===== src/rtl/fetch_unit_if.sv =====
// Fetch-stage bundle: start handshake, instruction memory port, decoded fields
// and the branch/halt feedback from decode and the ALU.
interface fetch_unit_if #(
    parameter int PC_W    = 10,
    parameter int INSTR_W = 9
);
    logic               start;
    logic [PC_W-1:0]    start_addr;
    logic [PC_W-1:0]    instr_addr;
    logic [INSTR_W-1:0] instr_rd_data;
    logic               msb;
    logic [2:0]         opCode;
    logic [4:0]         operand;
    logic               instr_valid;
    logic [PC_W-1:0]    exec_pc;
    logic               bne;
    logic               zero;
    logic               halt;
    logic               done;

    modport master (
        input  start, start_addr, instr_rd_data, bne, zero, halt,
        output instr_addr, msb, opCode, operand, instr_valid, exec_pc, done
    );

    modport slave (
        output start, start_addr, instr_rd_data, bne, zero, halt,
        input  instr_addr, msb, opCode, operand, instr_valid, exec_pc, done
    );
endinterface


===== src/rtl/fetch_unit.sv =====
// Instruction fetch stage: owns the PC, drives a synchronous-read instruction
// memory, applies bne redirects and halt, and runs the start/done handshake.
module fetch_unit #(
    parameter int PC_W    = 10,
    parameter int INSTR_W = 9
) (
    input  logic          clk,
    input  logic          reset,
    fetch_unit_if.master  bus
);
    typedef enum logic [2:0] {IDLE, PRIME, RUN, FLUSH, DONE} state_e;

    state_e          state_q, state_d;
    logic [PC_W-1:0] instr_addr_q, instr_addr_d;
    logic [PC_W-1:0] exec_pc_q, exec_pc_d;
    logic            done_q, done_d;
    logic            run;

    // PC-relative target; offset is a signed 5-bit field, result wraps at PC_W bits.
    function automatic logic [PC_W-1:0] branch_target(input logic [PC_W-1:0] pc,
                                                      input logic signed [4:0] offset);
        logic signed [PC_W-1:0] offset_ext;
        offset_ext = {{(PC_W-5){offset[4]}}, offset};
        return pc + $unsigned(offset_ext);
    endfunction

    assign run              = (state_q == RUN);
    assign bus.instr_valid  = run;
    assign bus.instr_addr   = instr_addr_q;
    assign bus.exec_pc      = exec_pc_q;
    assign bus.done         = done_q;
    assign bus.msb          = bus.instr_rd_data[INSTR_W-1];
    assign bus.opCode       = bus.instr_rd_data[INSTR_W-2:INSTR_W-4];
    assign bus.operand      = bus.instr_rd_data[4:0];

    always_comb begin
        state_d      = state_q;
        instr_addr_d = instr_addr_q;
        exec_pc_d    = exec_pc_q;
        done_d       = done_q;
        case (state_q)
            IDLE, DONE: begin
                if (bus.start) begin
                    instr_addr_d = bus.start_addr;
                    exec_pc_d    = bus.start_addr;
                    done_d       = 1'b0;
                    state_d      = PRIME;
                end
            end
            PRIME, FLUSH: begin
                // Data arriving this cycle is the first read or wrong-path; keep fetching.
                instr_addr_d = instr_addr_q + PC_W'(1);
                state_d      = RUN;
            end
            RUN: begin
                if (bus.halt) begin
                    done_d  = 1'b1;
                    state_d = DONE;
                end else if (bus.bne && !bus.zero) begin
                    instr_addr_d = branch_target(exec_pc_q, $signed(bus.operand));
                    exec_pc_d    = branch_target(exec_pc_q, $signed(bus.operand));
                    state_d      = FLUSH;
                end else begin
                    exec_pc_d    = instr_addr_q;
                    instr_addr_d = instr_addr_q + PC_W'(1);
                end
            end
            default: state_d = IDLE;
        endcase
    end

    always_ff @(posedge clk) begin
        if (reset) begin
            state_q      <= IDLE;
            instr_addr_q <= '0;
            exec_pc_q    <= '0;
            done_q       <= 1'b0;
        end else begin
            state_q      <= state_d;
            instr_addr_q <= instr_addr_d;
            exec_pc_q    <= exec_pc_d;
            done_q       <= done_d;
        end
    end
endmodule


===== src/flat_wrapper.sv =====
// flat-port wrapper written by rule: the top's interface ports become plain ports
module fetch_unit_flat 
#(
    parameter int PC_W    = 10,
    parameter int INSTR_W = 9
)
  (clk, reset, bus_start, bus_start_addr, bus_instr_rd_data, bus_bne, bus_zero, bus_halt, bus_instr_addr, bus_msb, bus_opCode, bus_operand, bus_instr_valid, bus_exec_pc, bus_done);
  fetch_unit_if #(.PC_W(PC_W), .INSTR_W(INSTR_W)) bus_i ();
  input  logic clk;
  input  logic reset;
  input wire logic [$bits(bus_i.start)-1:0] bus_start;
  input wire logic [$bits(bus_i.start_addr)-1:0] bus_start_addr;
  input wire logic [$bits(bus_i.instr_rd_data)-1:0] bus_instr_rd_data;
  input wire logic [$bits(bus_i.bne)-1:0] bus_bne;
  input wire logic [$bits(bus_i.zero)-1:0] bus_zero;
  input wire logic [$bits(bus_i.halt)-1:0] bus_halt;
  output wire logic [$bits(bus_i.instr_addr)-1:0] bus_instr_addr;
  output wire logic [$bits(bus_i.msb)-1:0] bus_msb;
  output wire logic [$bits(bus_i.opCode)-1:0] bus_opCode;
  output wire logic [$bits(bus_i.operand)-1:0] bus_operand;
  output wire logic [$bits(bus_i.instr_valid)-1:0] bus_instr_valid;
  output wire logic [$bits(bus_i.exec_pc)-1:0] bus_exec_pc;
  output wire logic [$bits(bus_i.done)-1:0] bus_done;
  assign bus_i.start = bus_start;
  assign bus_i.start_addr = bus_start_addr;
  assign bus_i.instr_rd_data = bus_instr_rd_data;
  assign bus_i.bne = bus_bne;
  assign bus_i.zero = bus_zero;
  assign bus_i.halt = bus_halt;
  assign bus_instr_addr = bus_i.instr_addr;
  assign bus_msb = bus_i.msb;
  assign bus_opCode = bus_i.opCode;
  assign bus_operand = bus_i.operand;
  assign bus_instr_valid = bus_i.instr_valid;
  assign bus_exec_pc = bus_i.exec_pc;
  assign bus_done = bus_i.done;
  fetch_unit #(.PC_W(PC_W), .INSTR_W(INSTR_W)) u_core (.clk(clk), .reset(reset), .bus(bus_i));
endmodule

===== config.mk =====
export PLATFORM = sky130hd
export DESIGN_NAME = fetch_unit_flat
export DESIGN_NICKNAME = d
export VERILOG_FILES = /design/src/rtl/fetch_unit_if.sv /design/src/rtl/fetch_unit.sv /design/src/flat_wrapper.sv
export SDC_FILE = /design/constraint.sdc
export NUM_CORES = 1
export LEC_CHECK = 0
export CAP_MARGIN = 20
export CORE_MARGIN = 5
export CORE_UTILIZATION = 40
export DETAILED_ROUTE_END_ITERATION = 10
export MAX_ROUTING_LAYER = met4
export PLACE_DENSITY = 0.66
export RECOVER_POWER = 25
export SLEW_MARGIN = 15
export SYNTH_ARGS = -nofsm -noshare
export SYNTH_HDL_FRONTEND = slang
export SYNTH_SLANG_ARGS = --single-unit
export TNS_END_PERCENT = 50

===== constraint.sdc =====
create_clock -name clk -period 6.55 [get_ports clk]
set_input_delay 1.31 -clock clk [delete_from_list [all_inputs] [get_ports clk]]
set_output_delay 1.31 -clock clk [all_outputs]
set_load 0.01 [all_outputs]

Word-level counts from Yosys, hierarchy flattened
Cells that the tools add are included.
{ "totals": {"mem_bits_ro": 0, "latchBits": 0, "output_inout_bits": 31, "regBits": 24, "mem_bits_rw": 0, "word_cells": 39, "input_bits": 25, "mem_count": 0} }
{ "op_classes": {"n_addsub": 2, "muxes": 14, "reduce_logical": 11, "multipliers": 0, "bitwise": 0, "eq_ne": 8, "n_shift": 0, "n_lt_le_gt_ge": 0, "div": 0} }
{ "ops": {"columns": ["op", "count"], "rows": [
  ["$mux W10", 5],
  ["$pmux W10 S3", 1],
  ["$pmux W10 S2", 1],
  ["$add A10 B1 Y10 const B", 1],
  ["$add A10 B10 Y10", 1],
  ["$mux W3", 3],
  ["$pmux W3 S3", 1],
  ["$reduce_and A3 Y1", 3],
  ["$eq A3 B2 Y1 const B", 2],
  ["$ne A2 B2 Y1 const B", 3],
  ["$reduce_or A2 Y1", 2],
  ["$eq A3 B1 Y1 const B", 1],
  ["$eq A3 B3 Y1 const B", 1],
  ["$logic_not A3 Y1", 1],
  ["$ne A3 B2 Y1 const B", 1],
  ["$reduce_bool A3 Y1", 1],
  ["$mux W1", 2],
  ["$pmux W1 S2", 1],
  ["$reduce_and A2 Y1", 1],
  ["$reduce_bool A2 Y1", 1],
  ["$logic_and A1 B1 Y1", 1],
  ["$logic_not A1 Y1", 1]
]} }

Logic depth before layout (Yosys ltp)
{ "depth": {"ltp_word": 5, "depth_mapped": 8, "depth_no_buf": 7} }

Worst setup path after synthesis
No wires, ideal clock.
{ "synth_timing": {"path_kind": "input port to flip-flop", "from": "input port bus_instr_rd_data[0]", "to": "register u_core.instr_addr_q[6], in the netlist u_core.bus.instr_addr[6]", "t_required_ns": 6.491, "path_slack_ns": 3.593, "path_buffers": 0, "stages": 7, "setup_time_ns": 0.059, "arrival_ns": 2.899, "cell_sequence": "ha_1 > fa_1 > a211oi_1 > o21bai_1 > a21oi_1 > mux2_2 > nand2_1"} }
{ "synth_via": {"elab_chain_cells": 4} }
{ "synth_lines": {"columns": ["item", "line", "rtl"], "rows": [
  ["start: declaration", "flat_wrapper.sv:13", "input wire logic [$bits(bus_i.instr_rd_data)-1:0] bus_instr_rd_data;"],
  ["$add A10 B10 Y10", "fetch_unit.sv:24", "return pc + $unsigned(offset_ext);"],
  ["$mux W10", "fetch_unit.sv:59", "end else if (bus.bne && !bus.zero) begin"],
  ["$mux W10", "fetch_unit.sv:56", "if (bus.halt) begin"],
  ["$pmux W10 S3", "fetch_unit.sv:41", "case (state_q)"],
  ["end signal: assignment", "fetch_unit.sv:80", "instr_addr_q <= instr_addr_d;"],
  ["end: declaration", "fetch_unit.sv:14", "logic [PC_W-1:0] instr_addr_q, instr_addr_d;"]
]} }
No other way between the ends. The select of a mux whose other input is x is not followed.
A chain may end at the register's enable or synchronous reset.

Worst setup path after layout
{ "layout_timing": {"from": "input port bus_instr_rd_data[4]", "to": "output port bus_operand[4]"} }
{ "layout_rtl": {"columns": ["item", "line", "rtl"], "rows": [
  ["end: declaration", "flat_wrapper.sv:20", "output wire logic [$bits(bus_i.operand)-1:0] bus_operand;"]
]} }
No word-level cell between the ends.

==> results by group <==
Clock tree
  – Post_cts resized: 0
  – CTS buffer count: 3
  – Root Buffer Master: clkbuf_8
  – Number of hold buffers added after cts: 0
  – Post-CTS setup repair buffer count: 0
  – CTS tree: done
  – Worst-Skew Late Latency: 270 ps
  – Maximum buffer depth of the clock tree: 2
  – H-Tree Level Count: 1
  – Reg clk slew, reported paths: ~90 ps
  – # clock sinks: 24

Worst setup path
  – Slowest cell on the critical path: clkdlybuf4s50_1
  – Startpoint Class: input port
  – Delay-heaviest family, CP: buffers and inverters
  – Crit-path cells: clkdlybuf4s50_1, clkdlybuf4s50_1
  – Worst Path Required: 5240 ps
  – Setup CP Type: input port to output port
  – Crit-path most repeated cell: clkdlybuf4s50_1
  – Peak fanout along the critical path: 7
  – Arrival time worst endpoint: approximately 2500 ps
  – CP Buf/Inv Count: 2
  – CP peak stage delay: 630 ps
  – CP endpoint kind: output port

Yosys
  – Yosys top cell area share: 23.6%
  – EDFF count, synth: 0
  – Net Count, Synth: around 300
  – Post-synth top area cell: dfxtp_1
  – Primary FF master, synth: dfxtp_1
  – FF+latch count, synth: 24
  – Syn Area/Cell: 7.58 µm²
  – Yosys warnings: 0
  – Sequential-to-total area share from yosys stat: between 20% and 30%
  – Synth top area cells: dfxtp_1 24%, ha_1 6.2%, nor2_1 5.9%
  – FFs w/ async S/R, synth: 0%
  – Mapped Area: a little over 0.002 mm²
  – Syn Inst Count: 268
  – Post-synth cell types: 57

Power
  – Leakage: 0.987 nW
  – Peak supply drop: roughly 120 µV
  – Pwr dens: around 220 mW/mm²

Global routing
  – First-pass GRT wire length: 9.36 mm
  – Total grt overflow: 0
  – Total track usage: between 15 and 20%
  – Vias in the first global route: between 1500 and 2000
  – Largest net degree at the start of global routing: 24
  – Initial antenna violation count: 0

STA
  – Fin Clk Skew: 2.63 ps
  – FMAX: 0.260 GHz
  – Minimum period implied by the final worst setup slack: just under 4000 ps
  – Max-slew headroom: a little under two fifths
  – Final number of setup-violating endpoints: 0
  – Worst slew pin tran: 938 ps
  – RSZ-0062 raised after global routing: false
  – Final period util: 58.7%
  – Final Hold Fails: 0
  – Slew Viols, Final: 0
  – Setup TNS: 0 ps

Placed design
  – HPWL after DPL: 4.38 mm
  – GP Congestion: 0.939
  – Placed Area: ~0.0024 mm²
  – Inst Count DP: 363
  – I/O Buffers: 47

Drt
  – Drt initial violations: 174
  – Vias after detailed routing: 2087
  – DR WL/cell: 15.7 µm
  – DR pass1 iterations: 4
  – DRT antenna net count: 0
  – DRC: 0
  – Total Routed Length: 5.76 mm
  – Vias per inst: 5.69

Floorplan
  – Die Wd: 81.3 µm
  – Num rows: 26
  – Core area: 0.00501 mm²
  – # IOs: 56
  – Total die area: 0.00661 mm²
  – Die span in y: between 80 and 90 µm
  – Initial Util: 40.6%

Finish
  – Layout cells sized above 1: between 4 and 5%
  – Non-Filler Instances: 367
  – Total inserted antenna cells: 0
  – Design Area, Final: 0.00249 mm²
  – Filler cells: 531
  – Final Net Count: 334
  – Area grow syn2layout: 22.8%

Worst hold path
  – Hold Crit Class: flip-flop to flip-flop

Run
  – Max_cap viols: 0

Outcome
  – Status: finished clean
-- final cells by class --
cell class / instances / area (µm²) / area share, %
tap: 70 / 87.6 / 3.51
clock buffer: 4 / 55.1 / 2.21
timing repair buffer: 47 / 470 / 18.9
inverter: 4 / 20.0 / 0.802
sequential: 24 / 480 / 19.3
multi-input combinational: 218 / 1380 / 55.4
-- state kept, by name (all words and copies together) (netlist names) --
register               count
u_core.bus.exec_pc        10
u_core.bus.instr_addr     10
u_core.state_q             3
u_core.bus.done            1
-- metrics by stage --
stage / setup WS [ps] / utilization [%] / hold WS, ps / total power, mW
after floorplan: 3590 / - / 525 / 0.353
after global placement: 2730 / 48.7 / 498 / 0.441
after detailed placement: 2700 / 48.7 / 515 / 0.442
after CTS: 2700 / 49.8 / 529 / 0.547
after global routing: 2660 / 49.8 / 549 / 0.579
final: 2700 / 49.8 / 523 / 0.542
-- logic make-up (layout without fill, tap and decap cells) --
family | Yosys count | count (layout) | synth area share, %
compound gates | 87 | 87 | 29.6
xor+xnor | 9 | 9 | 3.88
fa+ha+maj | 11 | 11 | 7.14
buf+inv | 26 | 55 | 8.37
flops | 24 | 24 | 23.6
mux | 2 | 2 | 1.05
simple gates | 109 | 109 | 26.4
-- path summary, 6_finish.rpt --
| check | depth (start not counted) | to | slack, ps | startpoint |
|---|---|---|---|---|
| worst max-delay path | 2 | bus_operand[4] | 2700 | bus_instr_rd_data[4] |
| worst min-delay path | 2 | u_core.bus.done$_SDFFE_PP0P_ | 520 | u_core.bus.done$_SDFFE_PP0P_ |
| worst max register to register | 6 | u_core.bus.exec_pc[7]$_SDFFE_PP0P_ | 4310 | u_core.bus.exec_pc[3]$_SDFFE_PP0P_ |
| worst min register to register | 2 | u_core.bus.done$_SDFFE_PP0P_ | 520 | u_core.bus.done$_SDFFE_PP0P_ |
-- cell usage in the layout (no fill, tap or decap), drive strengths merged, types with 2 or more instances in the layout --
master and instances:
a211o 2, a211oi 6, a21o 3, a21oi 19, a221oi 2, a22o 2, a311oi 5, a31oi 3
and3 6, clkbuf 4, clkdlybuf4s50 36, dfxtp 24, dlygate4sd3 11, ha 10, inv 3, nand2 29
nand2b 5, nand3 8, nand4 2, nor2 33, nor2b 3, nor3 12, o2111ai 3, o211ai 6
o21a 3, o21ai 16, o21bai 3, o22ai 2, o311ai 5, or2 2, or3 2, or3b 3
xnor2 3, xor2 6
-- cells in the mapped netlist, drive strengths merged (3+ instances only) --
cell / n
nor2: 33
nand2: 29
dfxtp: 24
a21oi: 19
buf: 18
o21ai: 16
nor3: 12
ha: 10
nand3: 8
a211oi: 6
and3: 6
o211ai: 6
xor2: 6
a311oi: 5
nand2b: 5
o311ai: 5
clkbuf: 4
a21o: 3
a31oi: 3
inv: 3
nor2b: 3
o2111ai: 3
o21a: 3
o21bai: 3
or3b: 3
xnor2: 3
-- per-layer routing --
layer / up-vias / track usage, % / share of wire (%)
met5: - / - / 0
met4: 0 / 3.55 / 0.99
met3: 4 / 1.88 / 7.5
met2: 84 / 28.8 / 45
met1: 951 / 26.0 / 46
li1: 1048 / - / -
-- power by group --
group	leakage (nW)	internal (mW)	switching (mW)	total (mW)
combinational	0.760	0.109	0.128	0.237
sequential	0.198	0.167	0.0336	0.201
clock	0.0288	0.0537	0.0509	0.105
total	0.987	0.330	0.212	0.542
Power figures use the tool's default switching activity.
==> RTL edit: new RTL, same flow settings <==
`PC_W` is set to 10 in 3 places; all go to 14.
--- a/src/rtl/fetch_unit_if.sv
+++ b/src/rtl/fetch_unit_if.sv
@@ -3,3 +3,3 @@
 interface fetch_unit_if #(
-    parameter int PC_W    = 10,
+    parameter int PC_W    = 14,
     parameter int INSTR_W = 9
--- a/src/rtl/fetch_unit.sv
+++ b/src/rtl/fetch_unit.sv
@@ -3,3 +3,3 @@
 module fetch_unit #(
-    parameter int PC_W    = 10,
+    parameter int PC_W    = 14,
     parameter int INSTR_W = 9
--- a/src/flat_wrapper.sv
+++ b/src/flat_wrapper.sv
@@ -3,3 +3,3 @@
 #(
-    parameter int PC_W    = 10,
+    parameter int PC_W    = 14,
     parameter int INSTR_W = 9
Ports: changed (resized bus_exec_pc, bus_instr_addr and bus_start_addr); port bits go from 56 to 68. No check against the original RTL was run, so the function may have changed too.
==> RTL edit against the original RTL <==
  * Sequential cell count grew 8
  * Wire length increased by 46%
  * First-iteration DRC count rose by 34%
  * Area after synthesis up 31%
  * Design area increased by 31%
  * Worst setup slack got worse by 0.16 ns
  * Final cell count grew 28%
  * Power is 21% higher
  * Critical endpoint unchanged
  * Largest power group unchanged
  * Highest routed layer unchanged
==> RTL edit: results (changes against the original RTL) <==
Status
The run finished with clean final reports.

Detailed routing
The uppermost layer routed is met4. The wire length after detailed routing is 8.41 mm (+46%). The length of the first detailed-routing pass in iterations is 5 (+1).

The vias after detailed routing is 2877 (+38%). The iteration-0 DRC count of the detailed router is 233 (+34%). The total routed wire length on the met1 layer is 3.99 mm (+49%). The sum of met3 wire segment lengths after detailed routing is 483 µm (+12%). The met2 routed wirelength came to 3.84 mm (+48%).

GRT
The largest net degree at the start of global routing is 31 (+29%). The global-route wire length before repair is 13.6 mm (+45%). The global routing usage summed across all routing layers is 20.4% (+1.9 points). The met3 layer usage reported by global route is 2.29% (+0.41 points).

The via count of the first global-routing pass is 2718 (+42%). The global-route met1 utilization came to 27.6% (+1.6 points). The met2 demand-to-capacity share in global routing is 32.0% (+3.1 points).

Worst hold path
The worst hold path begins at u_core.bus.exec_pc[0]. The depth of the worst hold-timing path is 2 (unchanged). The hold path endpoint is u_core.bus.exec_pc[0]. The kind of path behind the tightest hold check is reg -> reg.

Cells and area
The diode insertion count for antenna repair is 0 (unchanged). The number of nets in the layout is 436 (+31%). The number of inserted filler cells in the final layout is 635 (+20%). The layout cell share with drive strength beyond 1 came to 6.11% (+1.7 points).

CTS
The number of buffers inserted during clock tree synthesis is 5 (+2). The count of H-tree levels built during CTS was 2 (+1). The worst-skew pair later-pin latency is 0.29 ns (+0.02 ns). The post-CTS setup-driven buffer insertion count is 0 (unchanged). The CTS clock-pin slew for the worst setup and hold paths is 0.06 ns (-0.03 ns).

Synthesis
The net count after synthesis was 392 (+29%). Counting instances in the post-synthesis netlist gives the leading cell types as 40 x nor2_1, 32 x dfxtp_1, 30 x nand2_1, 26 x a21oi_1, 20 x o21ai_0. Sorting the synthesized cells by area gives the leading types as dfxtp_1 24%, ha_1 6.6%, nor2_1 5.6%. The fraction of the yosys area taken by sequential cells is 24.0% (+0.37 points). The distinct cell type count of the synthesized netlist is 63 (+11%). The proportion of register bits with asynchronous set or reset after synthesis came to 0% (unchanged). The number of warning messages in the yosys log is 0 (unchanged).

Setup path
The arrival time at the worst endpoint was 2.69 ns (+0.15 ns). The number of cell instances on the worst register-to-register path was 9 (+3). The setup slack of the most critical reg-to-reg path is 4.12 ns (-0.19 ns). The startpoint identified for the worst register-to-register timing path is u_core.bus.exec_pc[0]. The maximum fanout count along the critical path is 11 (+4). The endpoint identified for the worst register-to-register timing path is u_core.bus.instr_addr[12]. The delay of the slowest cell on the worst path is 0.75 ns (+0.12 ns). Tracing the worst setup path back leads to its startpoint at bus_instr_rd_data[4].

Power
The worst-case vdd ir drop was 0.000137 V (+16%). The leakage dissipation is 1.25 nW (+27%). The net switching share of the total power is 37.2% (-1.9 points).

Timing
The clock skew after layout came to 0.00645 ns (+0.00382 ns). The setup violation total in the final timing report was 0 (unchanged). The maximum achievable frequency is 0.250 GHz (-3.9%). The worst slew slack as a fraction of its limit came to 29.5% (-7.7 points).

Placed design
The pre-CTS setup slack is 2.53 ns (-0.176 ns). The half-perimeter wire length after detailed placement came to 6.26 mm (+43%). The number of port buffers is 59 (+26%). The weighted congestion at the end of routability-driven global placement came to 0.862 (-8.2%).
==> RTL edit: changes by cell type in the layout (fill, tap and decap cells not counted), sizes merged, moves of 5 or more <==
cell / change
o21ai: +8
a221oi: +9
dfxtp: +8
nor2: +10
a211oi: +6
clkdlybuf4s50: +8
a21oi: +7
inv: +6
o311ai: -5
==> RTL edit: stage by stage <==
stage / power [mW] / util (%) / hold slack (ns) / cells / area [µm²]
finish: 0.656 / 51.0 / 0.476 / 470 / 3280
global route: 0.691 / 51.0 / 0.507 / 470 / 3280
CTS: 0.658 / 51.1 / 0.482 / 470 / 3280
detailed placement: 0.500 / 49.7 / 0.472 / 462 / 3190
global placement: 0.497 / 49.7 / 0.470 / 462 / 3190
floorplan: 0.406 / - / 0.489 / 348 / 2670
==> RTL edit: cell type report <==
| type | count | area, µm² | area share, % |
|---|---|---|---|
| Clock buffer | 6 | 82.6 | 2.52 |
| Clock inverter | 2 | 10.0 | 0.305 |
| Inverter | 10 | 42.5 | 1.30 |
| Multi-Input combinational cell | 283 | 1810 | 55.3 |
| Sequential cell | 32 | 641 | 19.5 |
| Tap cell | 77 | 96.3 | 2.94 |
| Timing Repair Buffer | 60 | 593 | 18.1 |
==> RTL edit: power by group through the flow <==
| stage | sequential, mW | combinational [mW] | clock [mW] |
|---|---|---|---|
| final | 0.241 | 0.255 | 0.161 |
| after global routing | 0.244 | 0.278 | 0.169 |
| after CTS | 0.241 | 0.257 | 0.161 |
| after detailed placement | 0.245 | 0.255 | 0 |
| after floorplan | 0.246 | 0.160 | 0 |
| after global placement | 0.245 | 0.252 | 0 |
==> RTL edit: cell families after synthesis <==
logic type,synth area share [%]
flops,24.0
fa+ha+maj,7.32
mux,0.750
xor+xnor,3.61
simple gates,25.4
buf+inv,8.02
compound gates,30.9
